==> config.mk <==
export PLATFORM = sky130hd
export DESIGN_NAME = udiv_32x32
export DESIGN_NICKNAME = d
export VERILOG_FILES = /design/src/rtl/udiv_pkg.sv /design/src/rtl/udiv_step.sv /design/src/rtl/udiv_32x32.sv
export SDC_FILE = /design/constraint.sdc
export NUM_CORES = 1
export LEC_CHECK = 0
export ABC_AREA = 1
export BUFFER_PORTS_ARGS = -buffer_cell sky130_fd_sc_hd__buf_2
export CAP_MARGIN = 20
export CORE_MARGIN = 2
export CORE_UTILIZATION = 25
export CTS_CLUSTER_SIZE = 14
export DETAILED_ROUTE_END_ITERATION = 12
export HOLD_SLACK_MARGIN = 0.15
export SLEW_MARGIN = 20
export SYNTH_ARGS = -nofsm -noshare
export SYNTH_HDL_FRONTEND = slang
export SYNTH_HIERARCHICAL = 1
export SYNTH_SLANG_ARGS = --single-unit
==> constraint.sdc <==
create_clock -name i_clk -period 4.8 [get_ports i_clk]
set_input_delay 0.96 -clock i_clk [delete_from_list [all_inputs] [get_ports i_clk]]
set_output_delay 0.96 -clock i_clk [all_outputs]
set_load 0.02 [all_outputs]
==> src/rtl/udiv_pkg.sv <==
// udiv_pkg: shared state encoding and sizing helper for the iterative divider
package udiv_pkg;
  typedef enum logic {ST_IDLE = 1'b0, ST_RUN = 1'b1} state_t;
  function automatic int clog2(input int v);
    int w;
    w = 0;
    while ((1 << w) < v) w++;
    return w;
  endfunction
endpackage

==> src/rtl/udiv_step.sv <==
// udiv_step: one combinational restoring-division step
module udiv_step #(
  parameter int ND = 32
) (
  input  logic [ND:0]   r,
  input  logic          q_msb,
  input  logic [ND-1:0] d,
  output logic [ND:0]   r_next,
  output logic          q_bit
);
  logic [ND:0] t;
  always_comb begin
    t = {r[ND-1:0], q_msb};
    q_bit = t >= {1'b0, d};
    r_next = q_bit ? t - {1'b0, d} : t;
  end
endmodule

==> src/rtl/udiv_32x32.sv <==
// udiv_32x32: iterative restoring unsigned divider, one quotient bit per enabled clock
module udiv_32x32
  import udiv_pkg::*;
#(
  parameter int NN = 32,
  parameter int ND = 32
) (
  input  logic          i_clk,
  input  logic          i_reset,
  input  logic          i_ce,
  input  logic          i_wr,
  input  logic [NN-1:0] i_numerator,
  input  logic [ND-1:0] i_denominator,
  input  logic          i_aux,
  output logic          o_busy,
  output logic          o_valid,
  output logic          o_err,
  output logic [NN-1:0] o_quotient,
  output logic [ND-1:0] o_remainder,
  output logic          o_aux
);
  localparam int CW = clog2(NN + 1);
  state_t state, state_n;
  logic [CW-1:0] cnt;
  logic [NN-1:0] q;
  logic [ND:0] r, r_next;
  logic [ND-1:0] d;
  logic aux, q_bit, accept, run_step, done, den_zero;
  udiv_step #(.ND(ND)) u_step (
    .r(r), .q_msb(q[NN-1]), .d(d), .r_next(r_next), .q_bit(q_bit)
  );
  assign o_busy = state == ST_RUN;
  always_comb begin
    den_zero = i_denominator == '0;
    accept = i_ce && i_wr && !o_busy;
    run_step = o_busy && i_ce;
    done = run_step && cnt == CW'(1);
    state_n = (accept && !den_zero) ? ST_RUN : done ? ST_IDLE : state;
  end
  always_ff @(posedge i_clk) begin
    if (i_reset) begin
      state <= ST_IDLE;
      cnt <= '0;
      q <= '0;
      r <= '0;
      d <= '0;
      aux <= 1'b0;
      o_valid <= 1'b0;
      o_err <= 1'b0;
      o_quotient <= '0;
      o_remainder <= '0;
      o_aux <= 1'b0;
    end else begin
      state <= state_n;
      o_valid <= 1'b0;
      o_err <= 1'b0;
      o_aux <= 1'b0;
      if (accept) begin
        q <= i_numerator;
        d <= i_denominator;
        aux <= i_aux;
        r <= '0;
        if (den_zero) begin
          o_valid <= 1'b1;
          o_err <= 1'b1;
          o_quotient <= '1;
          o_remainder <= i_numerator[ND-1:0];
          o_aux <= i_aux;
        end else begin
          cnt <= CW'(NN);
        end
      end else if (run_step) begin
        q <= {q[NN-2:0], q_bit};
        r <= r_next;
        cnt <= cnt - 1'b1;
        if (done) begin
          o_valid <= 1'b1;
          o_quotient <= {q[NN-2:0], q_bit};
          o_remainder <= r_next[ND-1:0];
          o_aux <= aux;
        end
      end
    end
  end
endmodule

After elaboration in Yosys (flattened, before gate mapping)
Index checks and enable logic that the tools add are counted. Widths: inputs -> output; s select.

Add/subtract/negate cells: 2. Magnitude comparators: 1. Equal/unequal tests: 3. Multiplexer cells: 24. Bitwise operators: 1. Reduce and logical (&&, ||, !) cells: 15.

Operators by type and width (count): $mux 32 (11); $ge 33x32->1 (1); $logic_not 32->1 (1); $sub 32x32->32 (1); $mux 6 (3); $mux 1 (10); $eq 6x1->1 const B (1); $reduce_bool 2->1 (3); $sub 6x1->6 const B (1); $logic_and 1x1->1 (5); $reduce_or 2->1 (2); $reduce_and 3->1 (1); $logic_not 1->1 (2); $ne 2x1->1 const B (1); $ne 2x2->1 const B (1); $reduce_and 2->1 (1); $not 1->1 (1).

Flip-flop bits (word level): 171. Input port bits: 69. Output and inout port bits: 68. Word-level logic and storage cells: 57.

Depth between registers and ports, before layout
Gate-level depths: netlist (run 1).

Depth after elaboration: 5. Mapped depth: 19. Gate-level depth less buffers: 18.

Hierarchy
The synthesis (run 1) kept the hierarchy.

By module, submodules not included: udiv_32x32 (instances 1, cells each 989, area an instance 7205.7 sq um, seq. area each 3443.3 sq um); udiv_step (instances 1, cells each 679, area an instance 3310.7 sq um, seq. area each 0.0 sq um).

Worst setup path after synthesis (run 1)
OpenSTA, ideal clock, no wires.

Kind: reg2reg. Start: reg d[3]. End: reg o_remainder[19]. Setup time: 0.113 ns. Arrival: 1.954 ns. Data required time: 4.687 ns. Path slack: 2.733 ns. Stages on the path, launching flop included: 20. Buffers on the path: 1. Clock period less this slack: 2.067 ns. Cells stage by stage: dfxtp_1 > inv_1 > ha_1 > nand2_1 > inv_2 > nand2_1 > nand2_1 > nand2_1 > nand3_2 > nand2_1 > nand2_1 > nand2_2 > nand2_8 > buf_12 > nand3_2 > nand2_1 > nor2_1 > nor2_1 > nor2_1 > nor2_1.

Word-level cells in the longest chain between the ends: 5. Elaborated cells on any way between the ends: 6. Those cells by class: add/sub: 1; order compare: 1; mux: 4.

Ends and longest elaborated chain: from (decl) (line udiv_32x32.sv:27) `logic [ND-1:0] d;`; from (signal assigned) (line udiv_32x32.sv:60) `d <= i_denominator;`; $sub 32x32->32 / $ge 33x32->1 (equally long branches) (line udiv_step.sv:15, udiv_step.sv:14); $mux 32 (*) (line udiv_step.sv:15) `r_next = q_bit ? t - {1'b0, d} : t;`; net r_next[19] (line udiv_32x32.sv:26) `logic [ND:0] r, r_next;`; $mux 32 (*) (line udiv_32x32.sv:76) `if (done) begin`; $mux 32 (*) (line udiv_32x32.sv:72) `end else if (run_step) begin`; $mux 32 (*) (line udiv_32x32.sv:58) `if (accept) begin`; to (signal assigned) (line udiv_32x32.sv:67) `o_remainder <= i_numerator[ND-1:0];`; to (signal assigned) (line udiv_32x32.sv:79) `o_remainder <= r_next[ND-1:0];`; to (decl) (line udiv_32x32.sv:19) `output logic [ND-1:0] o_remainder,`.

The timed path passes the listed nets; every way through them passes the cells marked *. The select of a mux whose other input is x is not followed. A chain may end at the register's enable or synchronous reset.

Worst setup path in the final report (run 1)
Start: reg d[3]. End: reg o_remainder[1].

Word-level cells in the longest chain between the ends: 5.

Ends and longest elaborated chain: $ge 33x32->1 (line udiv_step.sv:14) `q_bit = t >= {1'b0, d};`; net q_bit (line udiv_32x32.sv:28) `logic aux, q_bit, accept, run_step, done, den_zero;`; $mux 32 (line udiv_step.sv:15); net r_next[1] (line udiv_32x32.sv:26); $mux 32 (line udiv_32x32.sv:76); $mux 32 (line udiv_32x32.sv:72); $mux 32 (line udiv_32x32.sv:58).

The timed path passes the listed nets, and every way through them passes these cells. The select of a mux whose other input is x is not followed.

==> run_results.csv, run 1 <==
group,metric,value,unit
outcome,status,"finished, final reports clean",
floorplanning,initial_core_util,25.4,%
route,drt_first_pass_iters,5,
sta,hold_viol,0,
floorplanning,ios,137,
clocking,cts_sinks,171,
sta,tns,0,ns
route,drc,0,
critical_path,slowest_stage,"nand2_2",
sta,fin_ws,1.57,ns
critical_path,critPathLaunchType,"flip-flop",
sta,grt_setup_unrepaired,"no",
placement,place_congestion,0.945,
sta,worst_pin_slew,0.943,ns
clocking,post_cts_resized,0,
clocking,ctsHoldBuffers,0,
sta,fmax,309,MHz
placement,placed_cells_incl_taps,2253,
floorplanning,rows,74,
clocking,cts_root_buf,"clkbuf_16",
critical_path,critPathTopFamily,"simple AND/OR/NAND/NOR gates",
sta,skew,0.00946,ns
global_route,track_usage,14.7,%
pwr,p_switching,1.50,mW
floorplanning,die_area,43400,sq um
finish,area_growth,15.3,%
clocking,clk_latency,0.44,ns
critical_path,crit_path_max_fanout,35,
pwr,p_leak,6.27,nW
clocking,cts_buffer_depth,2,
clocking,post-cts-setup-buffers,0,
pwr,switching_share,36.8,%
pwr,p_per_area,339,nW/um^2
critical_path,endpoint_kind,"flip-flop",
critical_path,path_cells,"inv_1 -> ha_1 -> nand2_1 -> inv_2 -> nand2_1 -> nand2_1 -> nand2_1 -> nand3_2 -> nand2_1 -> nand2_1 -> nand2_2 -> nand2_8 -> o21ai_0 -> nand2_1 -> o21ai_0 -> nor2_1 -> nor2_1",
finish,layout_common_cells,"nand2_1 (482), inv_1 (237), nor2_1 (193)",
finish,final_nets,1844,
sta,timing.final.crit_share,67.4,%
clocking,cts_tree,"done",
route,antenna_left,0,
sta,relSlewSlack,37.0,%
clocking,clk_pin_slew,0.07,ns
route,routed_wl,32100,um
sta,min_period,3.23,ns
floorplanning,coreArea,41000,sq um
global_route,grt_pass1_wl,51500,um
min_path,min_from,"d[29]",
yosys,syn_area,10400,sq um
critical_path,path_buf_inv,2,
finish,final_common_cell,"nand2_1",
sta,setup_viol,0,
finish,fillers,4596,
critical_path,rr_startpoint,"d[3]",
sta,hold-worst-slack,0.464,ns
global_route,grt_max_degree,87,
placement,dp_hpwl,24600,um
critical_path,critPathLaunch,"d[3]",
route,drt_iter0_drc,638,
min_path,min_path_type,"reg -> reg",
critical_path,arrival,3.61,ns
finish,fin_cells,2285,
finish,final_layout_size_suffix_gt1_share,13.1,%
pwr,power_frac_comb,29.4,%
route,vias,10350,
pwr,pwr-share-seq,36.9,%
pwr,ir_drop,0.249,mV
clocking,cts_buffers,17,
placement,preCtsSetupSlack,1.37,ns
yosys,syn_avg_cell_area,6.32,sq um
route,vias_per_cell,4.53,
yosys,synth_cells,1651,
route,drt-wirelength-per-cell,14.1,um
global_route,grt_pass1_vias,9870,
floorplanning,die_x,208,um
pwr,clock_power_share,33.6,%
yosys,yosysWarnings,6,
placement,place_area,11400,sq um
critical_path,critical-path-max-stage-delay,0.53,ns
global_route,overflow,0,
placement,portBuffers,136,
clocking,htree_levels,4,
critical_path,critical_path_class,"reg -> reg",
critical_path,worstPathRequired,5.18,ns
yosys,postSynthNetCount,1755,
critical_path,crit_top_cell,"nand2_1",
job,cap_violations,0,
finish,design_area,12000,sq um
finish,antenna_cells,0,
global_route,antenna_found_initial,0,
sta,drv_slew,0,
floorplanning,die_y,208,um
pwr,internal-power,2.58,mW
## worst paths after layout
| check | cells after the start | slack, ns | to |
|---|---|---|---|
| setup / recovery | 17 | 1.57 | o_remainder[1] |
| hold / removal | 2 | 0.46 | d[29] |
| setup reg to reg | 17 | 1.57 | o_remainder[1] |
| hold reg to reg | 2 | 0.46 | d[29] |
## per-stage QoR
step                utilization [%]  total power [mW]
global route                   29.3              4.31
detailed placement             27.9              2.72
floorplan                         -              2.43
finish                         29.3              4.08
global placement               27.9              2.71
CTS                            29.3              4.09
## cell type report
class / count / area [sq um] / share of cell area (%)
flip-flops and latches: 171 / 3420 / 28.5
multi-input cells: 1155 / 5660 / 47.1
clock buffers: 19 / 443 / 3.69
well taps: 532 / 666 / 5.54
clock inverters: 13 / 134 / 1.11
inverters: 250 / 941 / 7.83
repair buffers: 145 / 748 / 6.23
## power by group through the flow
stage / clock network (mW) / registers, mW / logic (mW)
after detailed placement: 0 / 1.54 / 1.18
final: 1.37 / 1.51 / 1.20
after CTS: 1.40 / 1.50 / 1.19
after global placement: 0 / 1.54 / 1.18
after floorplan: 0 / 1.53 / 0.902
after global routing: 1.45 / 1.51 / 1.35
## layer usage
metal | GRT usage [%] | vias up | wire [um]
met5 | 0 | - | 0
li1 | - | 5308 | -
met4 | 5.06 | 0 | 831
met2 | 24.4 | 229 | 14800
met1 | 19.5 | 4768 | 15200
met3 | 2.13 | 45 | 1310
## state kept, by name, indices dropped and copies added (netlist names)
register	count
aux	1
cnt	6
d	32
o_aux	1
o_busy	1
o_err	1
o_quotient	32
o_remainder	32
o_valid	1
q	32
r	32
## tightest hold or removal path: stages (launching register included)
cell and delay [ns]:
dfxtp_1 0.31, nand2_1 0.06, a21oi_1 0.05
Power figures use the tool's default switching activity.
==> run 2: changes to the inputs <==
ABC_AREA = 0   (was 1)
clock period = 3.1 ns   (was 4.8 ns; I/O delays follow)
==> run 2 against run 1 <==
  * The run now ends with negative setup slack left
  * First-iteration DRC count grew 14%
  * Non-clock buffer count up 110
  * Critical path depth is 4 lower
  * Synthesized cell count is 21% lower
  * Wire length increased by 24%
  * Fmax increased by 0.27%
  * Critical path type unchanged
  * Largest power group unchanged
  * Highest routed layer is now met5
==> run_results.csv, run 2 <==
group,metric,value,unit
min_path,min_path_type,"in -> reg",
clocking,clk_pin_slew,0.08,ns
yosys,yosysWarnings,6,
finish,final_nets,1569,
clocking,cts_buffer_depth,2,
route,vias,10300,
critical_path,critical-path-max-stage-delay,0.33,ns
sta,fmax,310,MHz
sta,worst_pin_slew,0.837,ns
sta,setup_viol,22,
placement,placed_cells_incl_taps,1960,
route,drt_iter0_drc,727,
outcome,failed_checks,"negative setup slack",
pwr,pwr-share-seq,33.7,%
clocking,htree_levels,4,
floorplanning,die_x,207,um
floorplanning,die_y,207,um
critical_path,critical_path_class,"reg -> reg",
job,cap_violations,0,
clocking,cts_tree,"done",
placement,place_area,11900,sq um
critical_path,path_cells,"inv_2 -> ha_4 -> a21o_1 -> a211o_1 -> a211o_1 -> o21a_1 -> nor3_2 -> o21ba_4 -> bufbuf_16 -> mux2_4 -> mux2i_1 -> mux2_4 -> o221ai_1",
clocking,clk_latency,0.44,ns
clocking,cts_sinks,171,
finish,design_area,13200,sq um
finish,area_growth,28.6,%
sta,min_period,3.22,ns
yosys,synth_cells,1298,
route,drc,0,
yosys,postSynthNetCount,1402,
floorplanning,ios,137,
pwr,power_frac_comb,32.9,%
min_path,hold_path_depth,3,
global_route,antenna_found_initial,8,
sta,timing.final.crit_share,104,%
sta,tns,-0.715,ns
yosys,syn_area,10300,sq um
route,drt-wirelength-per-cell,19.7,um
sta,grt_setup_unrepaired,"yes",
finish,fin_cells,2011,
critical_path,arrival,3.52,ns
pwr,internal-power,4.68,mW
route,drt_first_pass_iters,5,
sta,hold_viol,0,
pwr,switching_share,32.6,%
pwr,clock_power_share,33.4,%
critical_path,critPathLaunchType,"flip-flop",
finish,layout_common_cells,"nand2_1 (289), dfxtp_1 (157), buf_2 (135)",
placement,portBuffers,136,
pwr,p_leak,5.59,nW
pwr,p_per_area,526,nW/um^2
route,antenna_left,0,
sta,skew,0.0154,ns
pwr,ir_drop,0.400,mV
floorplanning,initial_core_util,25.2,%
global_route,grt_pass1_wl,58700,um
outcome,status,"finished with violations",
yosys,syn_avg_cell_area,7.90,sq um
global_route,track_usage,18.1,%
finish,final_layout_size_suffix_gt1_share,28.6,%
critical_path,worstPathRequired,3.40,ns
sta,hold-worst-slack,0.436,ns
critical_path,endpoint_kind,"flip-flop",
finish,final_common_cell,"nand2_1",
global_route,grt_max_degree,110,
critical_path,crit_path_max_fanout,4,
placement,place_congestion,0.909,
floorplanning,rows,74,
critical_path,slowest_stage,"dfxtp_2",
pwr,p_switching,2.26,mW
global_route,grt_pass1_vias,9776,
floorplanning,coreArea,40600,sq um
sta,relSlewSlack,44.2,%
placement,dp_hpwl,28900,um
pwr,power.total,6.94,mW
sta,fin_ws,-0.124,ns
critical_path,ff2ff_path_depth,13,
route,routed_wl,39700,um
clocking,cts_root_buf,"clkbuf_16",
clocking,cts_buffers,17,
global_route,overflow,0,
floorplanning,die_area,42700,sq um
route,vias_per_cell,5.12,
sta,drv_slew,0,
==> run 2: layout make-up <==
cell class | instances | area (sq um)
antenna | 2 | 5.00
tap | 532 | 666
sequential | 171 | 3440
clock inverter | 13 | 185
inverter | 42 | 158
clock buffer | 18 | 429
timing repair buffer | 255 | 1770
fill | 4296 | 27500
multi-input combinational | 978 | 6540
==> run 2: path summary, 6_finish.rpt <==
| kind | slack [ns] | to | startpoint |
|---|---|---|---|
| max | -0.12 | o_remainder[31] | d[10] |
| min | 0.44 | aux | i_aux |
| max reg2reg | -0.12 | o_remainder[31] | d[10] |
| min reg2reg | 0.46 | d[22] | d[22] |
==> run 2: power groups by stage <==
stage	Sequential [mW]	Clock, mW	Combinational, mW
after floorplan	2.38	0	1.27
after global placement	2.38	0	1.87
after detailed placement	2.39	0	1.88
after CTS	2.34	2.37	2.19
after global routing	2.35	2.44	2.42
final	2.34	2.32	2.28
==> run 2: metrics by stage <==
stage | worst slack (ns) | util [%]
after floorplan | 0.0503 | -
after global placement | -0.165 | 29.3
after detailed placement | -0.223 | 29.3
after CTS | -0.0960 | 31.8
after global routing | -0.191 | 32.4
final | -0.124 | 32.5
==> run 2: critical path, delay by kind of cell, from the launching register on <==
| family | cells | cell delay, ns |
|---|---|---|
| compound gates | 6 | 1.29 |
| buf+inv | 2 | 0.32 |
| fa+ha+maj | 1 | 0.23 |
| simple gates | 1 | 0.22 |
| mux | 3 | 0.67 |
| flops | 1 | 0.33 |
==> run 2: repair_timing <==
action	4_1_cts	5_1_grt
endpoints found under the setup margin	32	34
pin swaps	14	12
setup buffers	10	6
hold buffers	0	0
gates cloned	2	0
gates resized for setup	60	46
==> run 2: metal layers <==
metal,up-vias,GRT usage [%],share of wire (%)
met1,5024,24.1,45
met2,287,30.2,48
met4,4,5.15,2.5
met3,59,3.05,4.7
met5,-,0,0.053
li1,4926,-,-
